--- config.mk ---
export PLATFORM = sky130hd
export DESIGN_NAME = fpga_uart_tx_flat
export DESIGN_NICKNAME = d
export VERILOG_FILES = /design/src/rtl/uart_pkg.sv /design/src/rtl/fpga_uart_tx_if.sv /design/src/rtl/uart_tx_fifo.sv /design/src/rtl/fpga_uart_tx.sv /design/src/flat_wrapper.sv
export SDC_FILE = /design/constraint.sdc
export NUM_CORES = 1
export LEC_CHECK = 0
export CAP_MARGIN = 20
export CORE_ASPECT_RATIO = 0.8
export CORE_MARGIN = 3
export CORE_UTILIZATION = 45
export CTS_CLUSTER_DIAMETER = 100
export CTS_CLUSTER_SIZE = 8
export DETAILED_ROUTE_END_ITERATION = 8
export HOLD_SLACK_MARGIN = 0.05
export SYNTH_ARGS = -nofsm -noshare
export SYNTH_HDL_FRONTEND = slang
export SYNTH_SLANG_ARGS = --single-unit
--- constraint.sdc ---
create_clock -name clk -period 2.85 [get_ports clk]
set_clock_uncertainty 0.1 [all_clocks]
set_input_delay 0.57 -clock clk [delete_from_list [all_inputs] [get_ports clk]]
set_output_delay 0.57 -clock clk [all_outputs]
set_load 0.1 [all_outputs]
--- src/rtl/uart_pkg.sv ---
// Shared UART types and constants for the Sensor UART Interface transmitter and receiver.
package uart_pkg;

    typedef enum logic [1:0] {
        IDLE  = 2'd0,
        START = 2'd1,
        DATA  = 2'd2,
        STOP  = 2'd3
    } uart_state_t;

    localparam int UART_DATA_BITS  = 8;
    localparam int UART_FRAME_BITS = 10;

    // Integer-truncated clocks per bit; a non-integer ratio rounds the bit period down.
    function automatic int clks_per_bit(input int clk_freq, input int baud);
        return clk_freq / baud;
    endfunction

endpackage

--- src/rtl/fpga_uart_tx_if.sv ---
// Byte handshake and line/status bundle of the UART transmitter.
interface fpga_uart_tx_if
    import uart_pkg::*;
#(
    parameter int FIFO_DEPTH = 4
);
    localparam int COUNT_W = $clog2(FIFO_DEPTH) + 1;

    logic [UART_DATA_BITS-1:0] tx_data;
    logic                      tx_valid;
    logic                      tx_ready;
    logic                      uart_tx;
    logic                      tx_busy;
    logic [COUNT_W-1:0]        fifo_count;

    modport master (
        output tx_data, tx_valid,
        input  tx_ready, uart_tx, tx_busy, fifo_count
    );

    modport slave (
        input  tx_data, tx_valid,
        output tx_ready, uart_tx, tx_busy, fifo_count
    );

endinterface

--- src/rtl/uart_tx_fifo.sv ---
// Generic synchronous FIFO; pointers wrap naturally because DEPTH is a power of two.
module uart_tx_fifo #(
    parameter int DEPTH = 4,
    parameter int WIDTH = 8
) (
    input  logic                       clk,
    input  logic                       rst,
    input  logic                       push,
    input  logic [WIDTH-1:0]           wr_data,
    input  logic                       pop,
    output logic [WIDTH-1:0]           rd_data,
    output logic                       full,
    output logic                       empty,
    output logic [$clog2(DEPTH):0]     count
);
    localparam int PTR_W = $clog2(DEPTH);
    localparam int CNT_W = PTR_W + 1;

    logic [WIDTH-1:0] mem [DEPTH];
    logic [PTR_W-1:0] wr_ptr;
    logic [PTR_W-1:0] rd_ptr;
    logic [CNT_W-1:0] cnt_q;
    logic             do_push;
    logic             do_pop;

    assign full    = (cnt_q == CNT_W'(DEPTH));
    assign empty   = (cnt_q == '0);
    assign count   = cnt_q;
    assign rd_data = mem[rd_ptr];
    assign do_push = push && !full;
    assign do_pop  = pop && !empty;

    always_ff @(posedge clk) begin
        if (rst) begin
            wr_ptr <= '0;
            rd_ptr <= '0;
            cnt_q  <= '0;
        end else begin
            if (do_push) wr_ptr <= wr_ptr + 1'b1;
            if (do_pop)  rd_ptr <= rd_ptr + 1'b1;
            case ({do_push, do_pop})
                2'b10:   cnt_q <= cnt_q + 1'b1;
                2'b01:   cnt_q <= cnt_q - 1'b1;
                default: cnt_q <= cnt_q;
            endcase
        end
    end

    always_ff @(posedge clk) begin
        if (do_push) mem[wr_ptr] <= wr_data;
    end

endmodule

--- src/rtl/fpga_uart_tx.sv ---
// 8N1 UART transmitter: FIFO-buffered bytes serialised LSB first, frames sent back-to-back.
//
//   state | meaning
//   IDLE  | line high, waiting for a queued byte (pops it on entry to START)
//   START | start bit (0) for one bit period
//   DATA  | shift[0] on the line, eight bit periods, shifting right each period
//   STOP  | stop bit (1); last cycle pops the next byte if one is queued
module fpga_uart_tx
    import uart_pkg::*;
#(
    parameter int CLK_FREQ   = 100_000_000,
    parameter int BAUD_RATE  = 115_200,
    parameter int FIFO_DEPTH = 4
) (
    input  logic           clk,
    input  logic           rst,
    fpga_uart_tx_if.slave  tx_if
);
    localparam int CLKS_PER_BIT = clks_per_bit(CLK_FREQ, BAUD_RATE);
    localparam int BAUD_W       = (CLKS_PER_BIT > 1) ? $clog2(CLKS_PER_BIT) : 1;
    localparam logic [BAUD_W-1:0] BAUD_LOAD = BAUD_W'(CLKS_PER_BIT - 1);
    localparam logic [2:0]        LAST_BIT  = 3'(UART_DATA_BITS - 1);

    uart_state_t               state;
    uart_state_t               state_nxt;
    logic [BAUD_W-1:0]         baud_cnt;
    logic                      baud_tc;
    logic [2:0]                bit_idx;
    logic [UART_DATA_BITS-1:0] shift;
    logic                      line_nxt;
    logic                      uart_tx_q;
    logic                      fifo_pop;
    logic                      fifo_full;
    logic                      fifo_empty;
    logic [UART_DATA_BITS-1:0] fifo_rd;

    uart_tx_fifo #(
        .DEPTH (FIFO_DEPTH),
        .WIDTH (UART_DATA_BITS)
    ) u_fifo (
        .clk     (clk),
        .rst     (rst),
        .push    (tx_if.tx_valid),
        .wr_data (tx_if.tx_data),
        .pop     (fifo_pop),
        .rd_data (fifo_rd),
        .full    (fifo_full),
        .empty   (fifo_empty),
        .count   (tx_if.fifo_count)
    );

    assign baud_tc        = (baud_cnt == '0);
    assign tx_if.tx_ready = !fifo_full;
    assign tx_if.tx_busy  = (state != IDLE) || !fifo_empty;
    assign tx_if.uart_tx  = uart_tx_q;

    always_ff @(posedge clk) begin
        if (rst) state <= IDLE;
        else     state <= state_nxt;
    end

    always_comb begin
        state_nxt = state;
        fifo_pop  = 1'b0;
        line_nxt  = 1'b1;
        case (state)
            IDLE: begin
                if (!fifo_empty) begin
                    fifo_pop  = 1'b1;
                    state_nxt = START;
                end
            end
            START: begin
                line_nxt = 1'b0;
                if (baud_tc) state_nxt = DATA;
            end
            DATA: begin
                line_nxt = shift[0];
                if (baud_tc && (bit_idx == LAST_BIT)) state_nxt = STOP;
            end
            STOP: begin
                if (baud_tc) begin
                    if (!fifo_empty) begin
                        fifo_pop  = 1'b1;
                        state_nxt = START;
                    end else begin
                        state_nxt = IDLE;
                    end
                end
            end
            default: state_nxt = IDLE;
        endcase
    end

    // Line is registered from the current state, so it trails the FSM by one cycle.
    always_ff @(posedge clk) begin
        if (rst) begin
            baud_cnt  <= BAUD_LOAD;
            bit_idx   <= '0;
            shift     <= '0;
            uart_tx_q <= 1'b1;
        end else begin
            uart_tx_q <= line_nxt;

            if (fifo_pop)                    shift <= fifo_rd;
            else if (state == DATA && baud_tc) shift <= shift >> 1;

            if (state == IDLE || baud_tc) baud_cnt <= BAUD_LOAD;
            else                          baud_cnt <= baud_cnt - 1'b1;

            if (state == START)                bit_idx <= '0;
            else if (state == DATA && baud_tc) bit_idx <= bit_idx + 1'b1;
        end
    end

endmodule

--- src/flat_wrapper.sv ---
// flat-port wrapper written by rule: the top's interface ports become plain ports
module fpga_uart_tx_flat import uart_pkg::*;
#(
    parameter int CLK_FREQ   = 100_000_000,
    parameter int BAUD_RATE  = 115_200,
    parameter int FIFO_DEPTH = 4
)
  (clk, rst, tx_if_tx_data, tx_if_tx_valid, tx_if_tx_ready, tx_if_uart_tx, tx_if_tx_busy, tx_if_fifo_count);
  fpga_uart_tx_if #(.FIFO_DEPTH(FIFO_DEPTH)) tx_if_i ();
  input  logic clk;
  input  logic rst;
  input wire logic [$bits(tx_if_i.tx_data)-1:0] tx_if_tx_data;
  input wire logic [$bits(tx_if_i.tx_valid)-1:0] tx_if_tx_valid;
  output wire logic [$bits(tx_if_i.tx_ready)-1:0] tx_if_tx_ready;
  output wire logic [$bits(tx_if_i.uart_tx)-1:0] tx_if_uart_tx;
  output wire logic [$bits(tx_if_i.tx_busy)-1:0] tx_if_tx_busy;
  output wire logic [$bits(tx_if_i.fifo_count)-1:0] tx_if_fifo_count;
  assign tx_if_i.tx_data = tx_if_tx_data;
  assign tx_if_i.tx_valid = tx_if_tx_valid;
  assign tx_if_tx_ready = tx_if_i.tx_ready;
  assign tx_if_uart_tx = tx_if_i.uart_tx;
  assign tx_if_tx_busy = tx_if_i.tx_busy;
  assign tx_if_fifo_count = tx_if_i.fifo_count;
  fpga_uart_tx #(.CLK_FREQ(CLK_FREQ), .BAUD_RATE(BAUD_RATE), .FIFO_DEPTH(FIFO_DEPTH)) u_core (.clk(clk), .rst(rst), .tx_if(tx_if_i));
endmodule
==> metrics.csv, run 1 <==
metric;value;unit
Reg2Reg Depth;11;
HP Start;u_core.baud_cnt[0]$_SDFF_PP1_;
number of buffers created by CTS;9;
Min-Delay Path Class;flop to flop;
effective utilization at floorplan;0.4712;
Final Setup Violations;0;
Rel. slew slack;0.5774;
Detail Placement HPWL;3169;um
Top delay family on crit path;adder cells;
Clock Path Buffers;2;
worst path bufs/invs;2;
status;finished, final reports clean;
Die X;94.67;um
root buffer cell;clkbuf_8;
commonest non-fill, non-tap cell in the layout;edfxtp_1;
Worst path slowest cell;fa_1;
Critical Path RT;3020;ps
most frequent cells in the layout;edfxtp_1, dfxtp_1, ha_1, nor3_1;
CTS tree;built;
reg2reg end;u_core.u_fifo.count[2]$_SDFFE_PP0P_;
fillers;525;
Setup CP Type;flop to flop;
Max Slew Vio Count;0;
via count;1714;
ratio of cells with drive above 1 in the final layout;0.1840;
Syn Inst Count;219;
num rows;25;
Post-CTS Resized;0;
critical path launch point type;flop;
top_reg_cell synth;dfxtp_1;
number of synthesized flops with an enable pin;32;
Worst EP arrival;2760;ps
DRC Markers;0;
die area;7283;um2
flop-to-flop setup slack;260;ps
flops & latches, synth;65;
Die Height;76.94;um
largest net degree at the start of global routing;24;
core footprint;6006;um2
IO Count;17;
slowest stage delay, CP;380;ps
minimum clock period;2593;ps
first-pass GRT wire length;8190;um
synthesis-to-finish area growth;16.00;%
clock-pin slew on the worst setup and hold paths;70;ps
hold depth;1;
Pleak;1.248;nW
Detail Route Antenna Nets;0;
Distinct cells, synth;47;
Placer Congestion;0.7714;
Worst VDD drop;0.0004385;V
Worst Path Max Fanout;8;
crit path cell chain;inv_1, ha_1, nor3b_1, a41o_2, nand2_4, inv_2, ha_1, fa_1, xnor2_1, or3_1, a21oi_1;
synthesized area;2830;um2
hold_buf cts;0;
RSZ-0062 raised after global routing;no;
initial antenna violation count;0;
First-pass DRT Iterations;4;
syn_nets;245;
Critical R2R Launch;u_core.baud_cnt[0]$_SDFF_PP1_;
Critical Path Most Common Cell;ha_1;
nets;271;
Setup WS pre-CTS;88.02;ps
Via density;5.178;
final hold vios;0;
I/O Buffers;16;
fin crit share;0.9098;
Avg Inst Size Synth;12.92;um2
number of max-cap violations;0;
clock latency on the worst-skew pair;330;ps
initial drt markers;64;
htree depth;3;
Post-Route Setup TNS;0;ps
highest clock rate;385.7;MHz
Power Dens Cells;1020;nW/um2
Antenna diodes;0;
register area share after synthesis;0.5729;
post-synthesis async set-or-reset flop share;0;
drt total wl;4612;um
Post-DP Area;3105;um2
vias in the first global route;1709;
All-Layer GR Usage;0.1472;
Setup Fix Bufs, Post-CTS;0;
Setup WS post-layout;257.2;ps
Yosys Warn Count;0;
worst hold path endpoint;u_core.baud_cnt[0]$_SDFF_PP1_;
post-detailed-route wirelength per cell;13.93;um
Critical Path Source;u_core.baud_cnt[0]$_SDFF_PP1_;
Worst Setup End Kind;flop;
Least-Margin Pin Slew;629.0;ps
GR Overflow Total;0;
post-route cell area;3283;um2
clock sink count;65;
-- final cells by class --
cell class | instances | area, um2 | area share
flip-flops and latches | 65 | 1625 | 0.4950
multi-input cells | 135 | 1127 | 0.3434
repair buffers | 23 | 210.2 | 0.06402
clock buffers | 10 | 127.6 | 0.03887
well taps | 81 | 101.3 | 0.03087
clock inverters | 6 | 50.05 | 0.01524
inverters | 11 | 41.29 | 0.01258
-- synth_stat cells, types with 3 or more instances --
cell	count	share of area
clkbuf_1	4	0.0053
nand2b_1	5	0.011
nand3_1	3	0.0053
inv_1	9	0.012
xor2_1	5	0.015
nand2_1	10	0.013
a21oi_1	7	0.012
ha_1	14	0.062
and3_1	6	0.013
edfxtp_1	32	0.34
mux2i_1	11	0.039
xnor2_1	5	0.015
a221oi_1	6	0.019
dfxtp_1	33	0.23
nor2_1	12	0.016
mux4_2	8	0.064
o21ai_0	4	0.0071
nor3_1	13	0.023
-- layer usage --
layer | wire length [um] | global-route usage | vias to the layer above
met4 | 76 | 0.06052 | 0
met2 | 1942 | 0.2020 | 27
met1 | 2417 | 0.2100 | 812
met5 | 0 | 0 | -
met3 | 176 | 0.05294 | 8
li1 | - | - | 867
-- worst reg2reg max path, cell delays in order (launching register included) --
cell and delay [ps]:
dfxtp_1 350, inv_1 70, ha_1 180, nor3b_1 180, a41o_2 310, nand2_4 110, inv_2 50, ha_1 210
fa_1 380, xnor2_1 150, or3_1 300, a21oi_1 140
-- metrics by stage --
stage               total power, W    util  cells  hold WS (ps)
detailed placement        0.002678  0.5171    315         293.5
global route              0.003572  0.5467    331         332.0
global placement          0.002671  0.5171    315         281.7
finish                    0.003349  0.5467    331         305.7
CTS                       0.003379  0.5467    331         309.6
floorplan                 0.002322       -    219         270.7
-- report_power, final --
part	internal, W	total (W)	switching (W)
clock network	0.000326	0.000696	0.000370
logic	0.000520	0.00137	0.000849
registers	0.00117	0.00128	0.000118
-- cells by family after synthesis --
kind of cell | count (synthesis) | synth area share
flip-flops | 65 | 0.5729
AND/OR/NAND/NOR | 63 | 0.1229
AO/OA/AOI/OAI | 28 | 0.07206
buffers and inverters | 19 | 0.02961
multiplexers | 19 | 0.1026
adder cells (fa/ha/maj) | 15 | 0.06897
XOR/XNOR | 10 | 0.03094
-- worst max path at each step --
stage,endpoint,depth (start not counted),slack [ps]
6_report,u_core.u_fifo.count[2]$_SDFFE_PP0P_,11,260
4_1_cts,u_core.u_fifo.count[2]$_SDFFE_PP0P_,11,250
3_5_place_dp,u_core.u_fifo.count[2]$_SDFFE_PP0P_,8,90
3_3_place_gp,u_core.u_fifo.count[2]$_SDFFE_PP0P_,8,130
2_1_floorplan,u_core.u_fifo.count[2]$_SDFFE_PP0P_,8,30
5_1_grt,u_core.u_fifo.count[2]$_SDFFE_PP0P_,10,50
-- flip-flops by register name (all words and copies together) (netlist names), named ones only --
name and count:
u_core.u_fifo.mem 32, u_core.baud_cnt 10, u_core.shift 8, u_core.bit_idx 3, u_core.u_fifo.count 3, u_core.state 2
u_core.u_fifo.rd_ptr 2, u_core.u_fifo.wr_ptr 2, u_core.tx_if.uart_tx 1
Note: power is estimated with default switching activity, not from simulation.
==> inputs of run 2 (changes only) <==
--- a/config.mk
+++ b/config.mk
@@ -5,7 +5,6 @@
 export SDC_FILE = /design/constraint.sdc
 export NUM_CORES = 1
 export LEC_CHECK = 0
-export CAP_MARGIN = 20
 export CORE_ASPECT_RATIO = 0.8
 export CORE_MARGIN = 3
 export CORE_UTILIZATION = 45
==> results of run 2 <==
The final DEF is identical to that of run 1; final timing and power are the same.
